File: src/rtl/win_pkg.sv
`default_nettype none
// ============================================================================
// Module   : win_pkg
// Purpose  : Shared window state encoding and width-derivation helper.
// Revision : 1.0 - initial release
// ============================================================================
package win_pkg;

    typedef enum logic [1:0] {
        EMPTY   = 2'd0,
        FILLING = 2'd1,
        FULL    = 2'd2
    } win_state_e;

    // Ceiling log2; exact for the power-of-two depths this block accepts.
    function automatic int log2(input int value);
        int r;
        r = 0;
        for (int i = 0; i < 31; i++) begin
            if ((1 << i) < value) r = i + 1;
        end
        return r;
    endfunction

endpackage
`default_nettype wire

File: src/rtl/window_shift_reg_if.sv
`default_nettype none
// ============================================================================
// Module   : window_shift_reg_if
// Purpose  : Sample input and window output bundle for window_shift_reg.
// Revision : 1.0 - initial release
// ============================================================================
interface window_shift_reg_if
    import win_pkg::*;
#(
    parameter int WIDTH = 37,
    parameter int DEPTH = 8
) ();
    localparam int SUM_W = WIDTH + log2(DEPTH);
    localparam int CNT_W = log2(DEPTH) + 1;

    logic signed [WIDTH-1:0]       din;
    logic                          din_valid;
    logic                          hold;
    logic                          clear;
    logic        [WIDTH*DEPTH-1:0] taps;
    logic signed [SUM_W-1:0]       win_sum;
    logic        [CNT_W-1:0]       fill_cnt;
    logic                          win_full;
    logic                          out_strobe;

    modport master (
        output din, din_valid, hold, clear,
        input  taps, win_sum, fill_cnt, win_full, out_strobe
    );

    modport slave (
        input  din, din_valid, hold, clear,
        output taps, win_sum, fill_cnt, win_full, out_strobe
    );
endinterface
`default_nettype wire

File: src/rtl/hop_counter.sv
`default_nettype none
// ============================================================================
// Module   : hop_counter
// Purpose  : Counts accepts while the window is full and pulses strobe on
//            window entry and on every HOP-th accept thereafter.
// Revision : 1.0 - initial release
// ============================================================================
module hop_counter #(
    parameter int HOP = 1
) (
    input  wire logic clk,
    input  wire logic rst_n,
    input  wire logic clear,
    input  wire logic step,
    input  wire logic restart,
    output logic      strobe
);
    localparam int HC_W = (HOP > 1) ? $clog2(HOP) : 1;

    logic [HC_W-1:0] cnt_q;
    logic            strobe_q;

    always_ff @(posedge clk or negedge rst_n) begin
        if (!rst_n) begin
            cnt_q    <= '0;
            strobe_q <= 1'b0;
        end else if (clear) begin
            cnt_q    <= '0;
            strobe_q <= 1'b0;
        end else if (restart) begin
            cnt_q    <= '0;
            strobe_q <= 1'b1;
        end else if (step) begin
            if (cnt_q == HC_W'(HOP - 1)) begin
                cnt_q    <= '0;
                strobe_q <= 1'b1;
            end else begin
                cnt_q    <= cnt_q + HC_W'(1);
                strobe_q <= 1'b0;
            end
        end else begin
            strobe_q <= 1'b0;
        end
    end

    assign strobe = strobe_q;

endmodule
`default_nettype wire

File: src/rtl/window_shift_reg.sv
`default_nettype none
// ============================================================================
// Module   : window_shift_reg
// Purpose  : Sliding window of DEPTH signed samples with running sum, fill
//            tracking and hop-aligned output strobe.
// Revision : 1.0 - initial release
// ============================================================================
module window_shift_reg
    import win_pkg::*;
#(
    parameter int WIDTH = 37,
    parameter int DEPTH = 8,
    parameter int HOP   = 1
) (
    input  wire logic         clk,
    input  wire logic         rst_n,
    window_shift_reg_if.slave win
);
    localparam int SUM_W = WIDTH + log2(DEPTH);
    localparam int CNT_W = log2(DEPTH) + 1;

    win_state_e              state_q, state_d;
    logic [WIDTH-1:0]        taps_q [DEPTH];
    logic [WIDTH-1:0]        taps_d [DEPTH];
    logic signed [SUM_W-1:0] sum_q, sum_d;
    logic [CNT_W-1:0]        cnt_q, cnt_d;
    logic signed [SUM_W-1:0] din_ext, old_ext;
    logic                    accept, enter_full, step_full;

    always_comb begin
        accept     = win.din_valid & ~win.hold & ~win.clear;
        enter_full = accept && (state_q != FULL) && (cnt_q == CNT_W'(DEPTH - 1));
        step_full  = accept && (state_q == FULL);
        din_ext    = {{(SUM_W-WIDTH){win.din[WIDTH-1]}}, win.din};
        old_ext    = {{(SUM_W-WIDTH){taps_q[DEPTH-1][WIDTH-1]}}, taps_q[DEPTH-1]};

        taps_d  = taps_q;
        sum_d   = sum_q;
        cnt_d   = cnt_q;
        state_d = state_q;

        if (win.clear) begin
            for (int k = 0; k < DEPTH; k++) taps_d[k] = '0;
            sum_d   = '0;
            cnt_d   = '0;
            state_d = EMPTY;
        end else if (accept) begin
            taps_d[0] = win.din;
            for (int k = 1; k < DEPTH; k++) taps_d[k] = taps_q[k-1];
            // Zero-filled taps make the incremental update exact during fill too.
            sum_d = sum_q + din_ext - old_ext;
            if (state_q != FULL) begin
                cnt_d   = cnt_q + CNT_W'(1);
                state_d = enter_full ? FULL : FILLING;
            end
        end
    end

    always_ff @(posedge clk or negedge rst_n) begin
        if (!rst_n) begin
            for (int k = 0; k < DEPTH; k++) taps_q[k] <= '0;
            sum_q   <= '0;
            cnt_q   <= '0;
            state_q <= EMPTY;
        end else begin
            taps_q  <= taps_d;
            sum_q   <= sum_d;
            cnt_q   <= cnt_d;
            state_q <= state_d;
        end
    end

    hop_counter #(
        .HOP (HOP)
    ) u_hop (
        .clk     (clk),
        .rst_n   (rst_n),
        .clear   (win.clear),
        .step    (step_full),
        .restart (enter_full),
        .strobe  (win.out_strobe)
    );

    for (genvar k = 0; k < DEPTH; k++) begin : g_taps
        assign win.taps[k*WIDTH +: WIDTH] = taps_q[k];
    end

    assign win.win_sum  = sum_q;
    assign win.fill_cnt = cnt_q;
    assign win.win_full = (state_q == FULL);

endmodule
`default_nettype wire

File: src/flat_wrapper.sv
// flat-port wrapper written by rule: the top's interface ports become plain ports
module window_shift_reg_flat import win_pkg::*;
#(
    parameter int WIDTH = 37,
    parameter int DEPTH = 8,
    parameter int HOP   = 1
)
  (clk, rst_n, win_din, win_din_valid, win_hold, win_clear, win_taps, win_win_sum, win_fill_cnt, win_win_full, win_out_strobe);
  window_shift_reg_if #(.WIDTH(WIDTH), .DEPTH(DEPTH)) win_i ();
  input  wire logic clk;
  input  wire logic rst_n;
  input wire logic [$bits(win_i.din)-1:0] win_din;
  input wire logic [$bits(win_i.din_valid)-1:0] win_din_valid;
  input wire logic [$bits(win_i.hold)-1:0] win_hold;
  input wire logic [$bits(win_i.clear)-1:0] win_clear;
  output wire logic [$bits(win_i.taps)-1:0] win_taps;
  output wire logic [$bits(win_i.win_sum)-1:0] win_win_sum;
  output wire logic [$bits(win_i.fill_cnt)-1:0] win_fill_cnt;
  output wire logic [$bits(win_i.win_full)-1:0] win_win_full;
  output wire logic [$bits(win_i.out_strobe)-1:0] win_out_strobe;
  assign win_i.din = win_din;
  assign win_i.din_valid = win_din_valid;
  assign win_i.hold = win_hold;
  assign win_i.clear = win_clear;
  assign win_taps = win_i.taps;
  assign win_win_sum = win_i.win_sum;
  assign win_fill_cnt = win_i.fill_cnt;
  assign win_win_full = win_i.win_full;
  assign win_out_strobe = win_i.out_strobe;
  window_shift_reg #(.WIDTH(WIDTH), .DEPTH(DEPTH), .HOP(HOP)) u_core (.clk(clk), .rst_n(rst_n), .win(win_i));
endmodule
File: config.mk
export PLATFORM = sky130hd
export DESIGN_NAME = window_shift_reg_flat
export DESIGN_NICKNAME = d
export VERILOG_FILES = /design/src/rtl/win_pkg.sv /design/src/rtl/window_shift_reg_if.sv /design/src/rtl/hop_counter.sv /design/src/rtl/window_shift_reg.sv /design/src/flat_wrapper.sv
export SDC_FILE = /design/constraint.sdc
export NUM_CORES = 1
export LEC_CHECK = 0
export ABC_AREA = 1
export BUFFER_PORTS_ARGS = -buffer_cell sky130_fd_sc_hd__buf_2
export CAP_MARGIN = 30
export CORE_MARGIN = 2
export CORE_UTILIZATION = 50
export DETAILED_ROUTE_END_ITERATION = 10
export PLACE_DENSITY = 0.75
export SYNTH_ARGS = -nofsm -noshare
export SYNTH_HDL_FRONTEND = slang
export SYNTH_SLANG_ARGS = --single-unit
File: constraint.sdc
create_clock -name clk -period 6.4 [get_ports clk]
set_clock_uncertainty 0.1 [all_clocks]
set_input_delay 0 -clock clk [delete_from_list [all_inputs] [get_ports clk]]
set_output_delay 0 -clock clk [all_outputs]
set_load 0.02 [all_outputs]
==> results of run 1 <==
cell families (layout without fill, tap and decap cells):
kind of cell               after synthesis  count (layout)  synth area share (%)
and+or+nand+nor                        486             486                  12.0
adders and majority gates               81              81                  7.80
AOI/OAI and AO/OA                      406             406                  14.3
DFF                                    343             343                  51.3
xor gates and xnor gates                 3               3                 0.157
buffers and inverters                  616            1040                  14.5
worst reg2reg max path: cells and delay by family, from the launching register on:
family,cells,cell delay (ns)
buf+inv,2,0.16
flops,1,0.36
simple gates,6,0.90
compound gates,3,0.35
fa+ha+maj,2,0.98
power by group through the flow:
stage	registers, µW	logic, µW	clock network [µW]
6_report	2270	1330	2250
5_1_grt	2280	1500	2370
4_1_cts	2270	1320	2280
3_5_place_dp	2310	1290	0
3_3_place_gp	2310	1280	0
2_1_floorplan	2370	817	0
final cells by class:
class / instances / area [µm²] / share of cell area, %
clock buffer: 56 / 1130 / 5.46
clock inverter: 9 / 176 / 0.855
inverter: 543 / 2050 / 9.91
multi-input combinational: 976 / 5740 / 27.8
sequential: 343 / 8580 / 41.6
tap: 448 / 561 / 2.72
timing repair buffer: 432 / 2410 / 11.7
cells in the final DEF, fill, tap and decap left out, types with 3 or more instances in the layout:
cell,n
inv_1,541
buf_2,382
dfrtp_1,343
nand2_1,319
o22ai_1,270
nor2_1,82
o21ai_0,80
nand3_1,47
a21oi_1,46
ha_1,42
dlygate4sd3_1,40
fa_1,39
clkbuf_16,37
clkbuf_8,13
nor2_2,9
nand2_2,8
buf_4,8
clkbuf_1,6
nand3_2,5
nand3b_1,4
nor3_1,4
o21ai_1,3
bufinv_16,3
metrics by stage:
stage	power, µW	setup slack [ns]
floorplan	3190	3.84
CTS	5870	3.41
global placement	3590	3.49
detailed placement	3600	3.44
global route	6150	3.17
finish	5850	3.39
routing by layer:
layer | track usage [%] | wire length, µm | share of wire (%) | vias to the layer above
li1 | - | - | - | 6866
met1 | 42.7 | 22900 | 42 | 7147
met2 | 47.5 | 24400 | 45 | 597
met3 | 8.22 | 4560 | 8.4 | 139
met4 | 11.7 | 2440 | 4.5 | 2
met5 | 0 | 13 | 0.024 | -
worst max path at each step:
stage | endpoint | slack, ns | depth (start not counted)
4_1_cts | u_core.win.win_sum[21] | 3.41 | 13
6_report | u_core.win.win_sum[21] | 3.39 | 13
2_1_floorplan | u_core.win.win_sum[24] | 3.84 | 15
3_3_place_gp | u_core.win.win_sum[21] | 3.49 | 12
5_1_grt | u_core.win.win_sum[21] | 3.17 | 13
3_5_place_dp | u_core.win.win_sum[21] | 3.44 | 13
registers in the layout (all words and copies together), names as in the netlist:
name and count:
u_core.state_q 2, u_core.win.fill_cnt 4, u_core.u_hop.strobe 1, u_core.win.win_sum 40, u_core.win.taps 296
==> flow_metrics.env, run 1 <==
export IMPL_status="finished with violations"
export IMPL_violations="hold timing"
export IMPL_worstSetupEndpointType="flip-flop"
export IMPL_path_class="flip-flop to flip-flop"
export IMPL_synth_most_common_cell="inv_1"
export IMPL_pwr_share_seq_pct=38.8
export IMPL_cts_made_buffers=37
export IMPL_worst_pin_slew_ns=1.13
export IMPL_yosys_area_top_type_share_pct=51.3
export IMPL_port_buffers=383
export IMPL_grt_pass1_vias=14500
export IMPL_required_ns=6.66
export IMPL_fmax_mhz=332
export IMPL_drv_cap=0
export IMPL_cts_tree="done"
export IMPL_r2r_slack_ns=3.39
export IMPL_dpl_hpwl_mm=40.1
export IMPL_cts_max_path_buffers=3
export IMPL_grt_max_degree=213
export IMPL_hold_class="input pin to async pin"
export IMPL_reg2reg_to="u_core.win.win_sum[21]"
export IMPL_cts_sinks=343
export IMPL_clkPwrFrac_pct=38.5
export IMPL_yosys_register_bits=343
export IMPL_finalSetupViolations=0
export IMPL_critPathTopFamily="adder cells"
export IMPL_finalInstanceArea_um2=20600
export IMPL_firstDrtPassIters=5
export IMPL_final_util_pct=62.0
export IMPL_r2r_start="u_core.win.win_sum[19]"
export IMPL_yosys_area_top_type="dfrtp_1"
export IMPL_yosysWarnings=0
export IMPL_path_clk_slew_ns=0.06
export IMPL_leakagePower_uw=0.0111
export IMPL_syn2layout_area_growth_pct=23.3
export IMPL_finalWirelength_mm=54.3
export IMPL_power_density_nw_per_um2=284
export IMPL_cp_data_arrival_time_ns=3.28
export IMPL_cts_root_buf="clkbuf_16"
export IMPL_initial_core_util_pct=50.3
export IMPL_reg2regPathDepth=13
export IMPL_slew_headroom_pct=24.9
export IMPL_cts_setup_buffers=0
export IMPL_switching_share_pct=32.1
export IMPL_final_nets=2456
export IMPL_syn_inst=1935
export IMPL_syn_area_um2=16700
export IMPL_drt_initial_drc_count=1124
export IMPL_row_count=67
export IMPL_synth_common_cells="inv_1, dfrtp_1, nand2_1, o22ai_1, nor2_1"
export IMPL_die_x_um=187
export IMPL_critPathMaxFanout=5
export IMPL_report_final_slew_viol_count=0
export IMPL_grt_pass1_wl_mm=83.8
export IMPL_rsz0062_at_grt="no"
export IMPL_syn_nets=2058
export IMPL_setup_tns_ns=0
export IMPL_async_flop_share_pct=100
export IMPL_ir_worst_vdd_uv=230
export IMPL_finalHoldViolCount=11
export IMPL_start_kind="flip-flop"
export IMPL_critPathSlowestCell="fa_1"
export IMPL_dpl_instance_area_um2=18900
export IMPL_synthFlopType="dfrtp_1"
export IMPL_power_switching_uw=1880
export IMPL_fill_cells=2918
export IMPL_whs_ns=-0.0370
export IMPL_gp_congestion=0.959
export IMPL_core_um2=33300
export IMPL_fp_dieH_um=187
export IMPL_synthDistinctLibCells=34
export IMPL_post_route_drc_count=0
export IMPL_wl_per_cell_um=19.4
export IMPL_htree_levels=2
export IMPL_internal_power_uw=3980
export IMPL_yosysSeqAreaShare_pct=51.3
export IMPL_hold_buffers=40
export IMPL_cp_slowest_stage_delay_ns=0.56
export IMPL_dieArea_um2=35000
export IMPL_dp_cells=2702
export IMPL_p_comb_share_pct=22.8
export IMPL_final_cells=2807
export IMPL_antenna_found_initial=1
export IMPL_insertion_delay_ns=0.53
export IMPL_cts_repair_resized=0
export IMPL_viasPerCell=5.26
export IMPL_worstSetupStartpoint="u_core.win.win_sum[19]"
export IMPL_ys_top_cells_by_area="dfrtp_1, inv_1, o22ai_1, nand2_1, fa_1"
export IMPL_synth_edff_count=0
export IMPL_n_antenna_cell=0
export IMPL_io_pins=384
export IMPL_cp_common_cell="nand2_1"
export IMPL_min_period_over_period_pct=47.1
export IMPL_crit_buf_inv=2
export IMPL_period_needed_ns=3.01
export IMPL_crit_chain="inv_1, fa_1, inv_1, ha_1, nand2_1, nor2_1, nand2_1, nor2_1, nand2_1, nand3_2, a21oi_1, o21ai_0, o21ai_0"
export IMPL_num_vias=14800
export IMPL_synth_area_per_cell_um2=8.65
export IMPL_grt_overflow_total=0
export IMPL_drtAntennaViolNets=0
export IMPL_drive_gt1_share_pct=20.3
export IMPL_grt_usage_pct=31.0
Note: power is estimated with default switching activity, not from simulation.
==> run 2: changes to the inputs <==
--- a/config.mk
+++ b/config.mk
@@ -5,7 +5,7 @@
 export SDC_FILE = /design/constraint.sdc
 export NUM_CORES = 1
 export LEC_CHECK = 0
-export ABC_AREA = 1
+export ABC_AREA = 0
 export BUFFER_PORTS_ARGS = -buffer_cell sky130_fd_sc_hd__buf_2
 export CAP_MARGIN = 30
 export CORE_MARGIN = 2
==> constraint.sdc (replaced) <==
create_clock -name clk -period 3.1 [get_ports clk]
set_clock_uncertainty 0.1 [all_clocks]
set_input_delay 0 -clock clk [delete_from_list [all_inputs] [get_ports clk]]
set_output_delay 0 -clock clk [all_outputs]
set_load 0.02 [all_outputs]
==> flow_metrics.env, run 2 <==
export IMPL_status="finished with violations"
export IMPL_violations="setup timing"
export IMPL_slew_headroom_pct=52.3
export IMPL_synthDistinctLibCells=58
export IMPL_ys_top_cells_by_area="dfrtp_1, nand2_1, a21oi_1, fa_1, inv_1"
export IMPL_yosys_area_top_type_share_pct=50.6
export IMPL_layout_common_cells="nand2_1, buf_2, a21oi_1"
export IMPL_power_density_nw_per_um2=572
export IMPL_grt_max_degree=166
export IMPL_crit_chain="inv_2, fa_1, inv_2, ha_4, nand2_4, buf_6, nor4_4, buf_4, o2111ai_4, nand3_4, o22ai_4, nor4_2, o22ai_1, mux2i_1, mux2_1"
export IMPL_drt_initial_drc_count=1180
export IMPL_synthFlopType="dfrtp_1"
export IMPL_cts_made_buffers=38
export IMPL_n_antenna_cell=0
export IMPL_post_route_drc_count=0
export IMPL_syn2layout_area_growth_pct=32.9
export IMPL_gp_congestion=0.976
export IMPL_leakagePower_uw=0.0112
export IMPL_synthXorXnorAreaFrac_pct=1.91
export IMPL_yosysWarnings=0
export IMPL_m1WireLength_mm=21.8
export IMPL_dr_wl_met2_mm=27.7
export IMPL_insertion_delay_ns=0.54
export IMPL_critPathTopFamily="adder cells"
export IMPL_initial_core_util_pct=50.8
export IMPL_grt_pass1_wl_mm=86.3
export IMPL_path_class="flip-flop to flip-flop"
export IMPL_finalHoldViolCount=0
export IMPL_critPathMaxFanout=3
export IMPL_fp_dieH_um=188
export IMPL_async_flop_share_pct=100
export IMPL_drtAntennaViolNets=0
export IMPL_setup_ws_ns=-0.132
export IMPL_port_buffers=383
export IMPL_top_layer="met4"
export IMPL_synth_common_cells="nand2_1, a21oi_1, dfrtp_1, inv_1, clkbuf_1"
export IMPL_hold_class="input pin to flip-flop"
export IMPL_crit_buf_inv=4
export IMPL_synth_edff_count=0
export IMPL_synth_mux_area_share_pct=0.243
export IMPL_core_um2=33400
export IMPL_syn_nets=2118
export IMPL_synth_area_per_cell_um2=8.51
export IMPL_cts_root_buf="clkbuf_16"
export IMPL_cts_tree="done"
export IMPL_cp_slowest_stage_delay_ns=0.57
export IMPL_rsz0062_at_grt="yes"
export IMPL_grt_pass1_vias=15500
export IMPL_syn_inst=1995
export IMPL_cp_data_arrival_time_ns=3.56
export IMPL_finalWirelength_mm=55.9
export IMPL_yosysSeqAreaShare_pct=50.6
export IMPL_drv_cap=0
export IMPL_drive_gt1_share_pct=29.0
export IMPL_htree_levels=2
export IMPL_report_final_slew_viol_count=0
export IMPL_wl_met3_mm=4.35
export IMPL_antenna_found_initial=0
export IMPL_ir_worst_vdd_uv=462
export IMPL_final_nets=2597
export IMPL_syn_area_um2=17000
export IMPL_firstDrtPassIters=5
export IMPL_min_period_over_period_pct=104
export IMPL_cp_common_cell="inv_2"
export IMPL_worst_pin_slew_ns=0.715
export IMPL_finalSetupViolations=9
export IMPL_critPathSlowestCell="fa_1"
export IMPL_io_pins=384
export IMPL_dieArea_um2=35400
export IMPL_yosys_register_bits=343
export IMPL_final_common_cell="nand2_1"
export IMPL_synth_adder_area_share_pct=7.70
export IMPL_die_x_um=188
export IMPL_largest_reg_flops=296
export IMPL_required_ns=3.42
export IMPL_synth_compound_area_share_pct=15.2
export IMPL_wl_per_cell_um=19.0
export IMPL_viasPerCell=5.33
export IMPL_cts_sinks=343
export IMPL_period_needed_ns=3.23
export IMPL_final_util_pct=67.4
export IMPL_dpl_hpwl_mm=39.5
export IMPL_fmax_mhz=309
export IMPL_start_kind="flip-flop"
export IMPL_place_ws_ns=-0.302
export IMPL_num_vias=15700
export IMPL_synth_most_common_cell="nand2_1"
export IMPL_grt_usage_pct=31.0
export IMPL_grt_overflow_total=0
export IMPL_cts_max_path_buffers=3
export IMPL_yosys_area_top_type="dfrtp_1"
export IMPL_row_count=67
export IMPL_worstSetupEndpointType="flip-flop"
export IMPL_path_clk_slew_ns=0.07
export IMPL_synthSimpleGateAreaFrac_pct=17.6
export IMPL_synth_top_family_by_area="simple AND/OR/NAND/NOR gates"
## run 2: cell types whose count changed after synthesis, moves of 21 or more
cell,change
a21oi_1,+319
clkbuf_1,+89
o22ai_1,-269
nand2_1,+338
xnor2_1,+21
nand3_1,-40
nor2_1,-32
inv_1,-373
o21ai_0,-67
## run 2: final cells by class
cell class,instances,area [µm²]
clock buffers,55,1100
clock inverters,11,82.6
fillers,2678,10900
inverters,168,631
multi-input cells,1349,7950
flip-flops and latches,343,8610
well taps,448,561
repair buffers,574,3630
## run 2: metrics by stage
step	instance area, µm²	hold slack, ns	cells	setup TNS [ns]	power (µW)
floorplan	17200	-0.396	1995	-0.0700	6860
global placement	20300	-0.112	2825	-1.19	8030
detailed placement	20300	-0.108	2825	-2.19	8070
CTS	22200	0.00337	2944	-0.494	12600
global route	22600	0.0394	2948	-2.28	13500
finish	22600	0.0116	2948	-0.881	12900
## run 2: worst paths after layout
kind / cells past startpoint / slack (ns) / to / from
hold reg to reg: 2 / 0.43 / u_core.win.taps[248] / u_core.win.taps[211]
max in group asynchronous: 3 / 2.32 / u_core.win.win_sum[4] / rst_n
hold / removal: 5 / 0.01 / u_core.win.win_sum[39] / win_din_valid
setup / recovery: 15 / -0.13 / u_core.win.win_sum[39] / u_core.win.win_sum[4]
min in group asynchronous: 3 / 0.03 / u_core.win.fill_cnt[2] / rst_n
setup reg to reg: 15 / -0.13 / u_core.win.win_sum[39] / u_core.win.win_sum[4]
## run 2: tightest hold or removal path, stage by stage
cell	delay, ns
buf_2	0.12
nor2b_4	0.17
nand2_1	0.06
mux2i_1	0.06
mux2_1	0.19
## run 2: logic make-up (layout without fill, tap and decap cells)
family                     after synthesis  after routing
and+or+nand+nor                        761            761
buffers and inverters                  303            808
DFF                                    343            343
AOI/OAI and AO/OA                      466            466
xor gates and xnor gates                37             37
muxes                                    4              4
adders and majority gates               81             81
## run 2: what timing repair did
item / CTS / global route
buffers inserted: 9 / 5
resized for setup: 51 / 57
pin swaps: 31 / 31
setup endpoints to repair: 19 / 24
cloned: 0 / 0
endpoints found under the hold margin: 431 / 0
hold buffers: 44 / 0
## run 2: report_power, final
part	total [µW]	switching [µW]	internal (µW)
registers	4690	89.5	4600
logic	3890	2170	1720
clock network	4320	1860	2460
total	12900	4120	8780
## run 2: layer usage
layer | GRT usage, % | vias up
li1 | - | 7339
met1 | 39.5 | 7693
met2 | 52.2 | 577
met3 | 7.19 | 116
met4 | 11.0 | 0
met5 | 0 | -
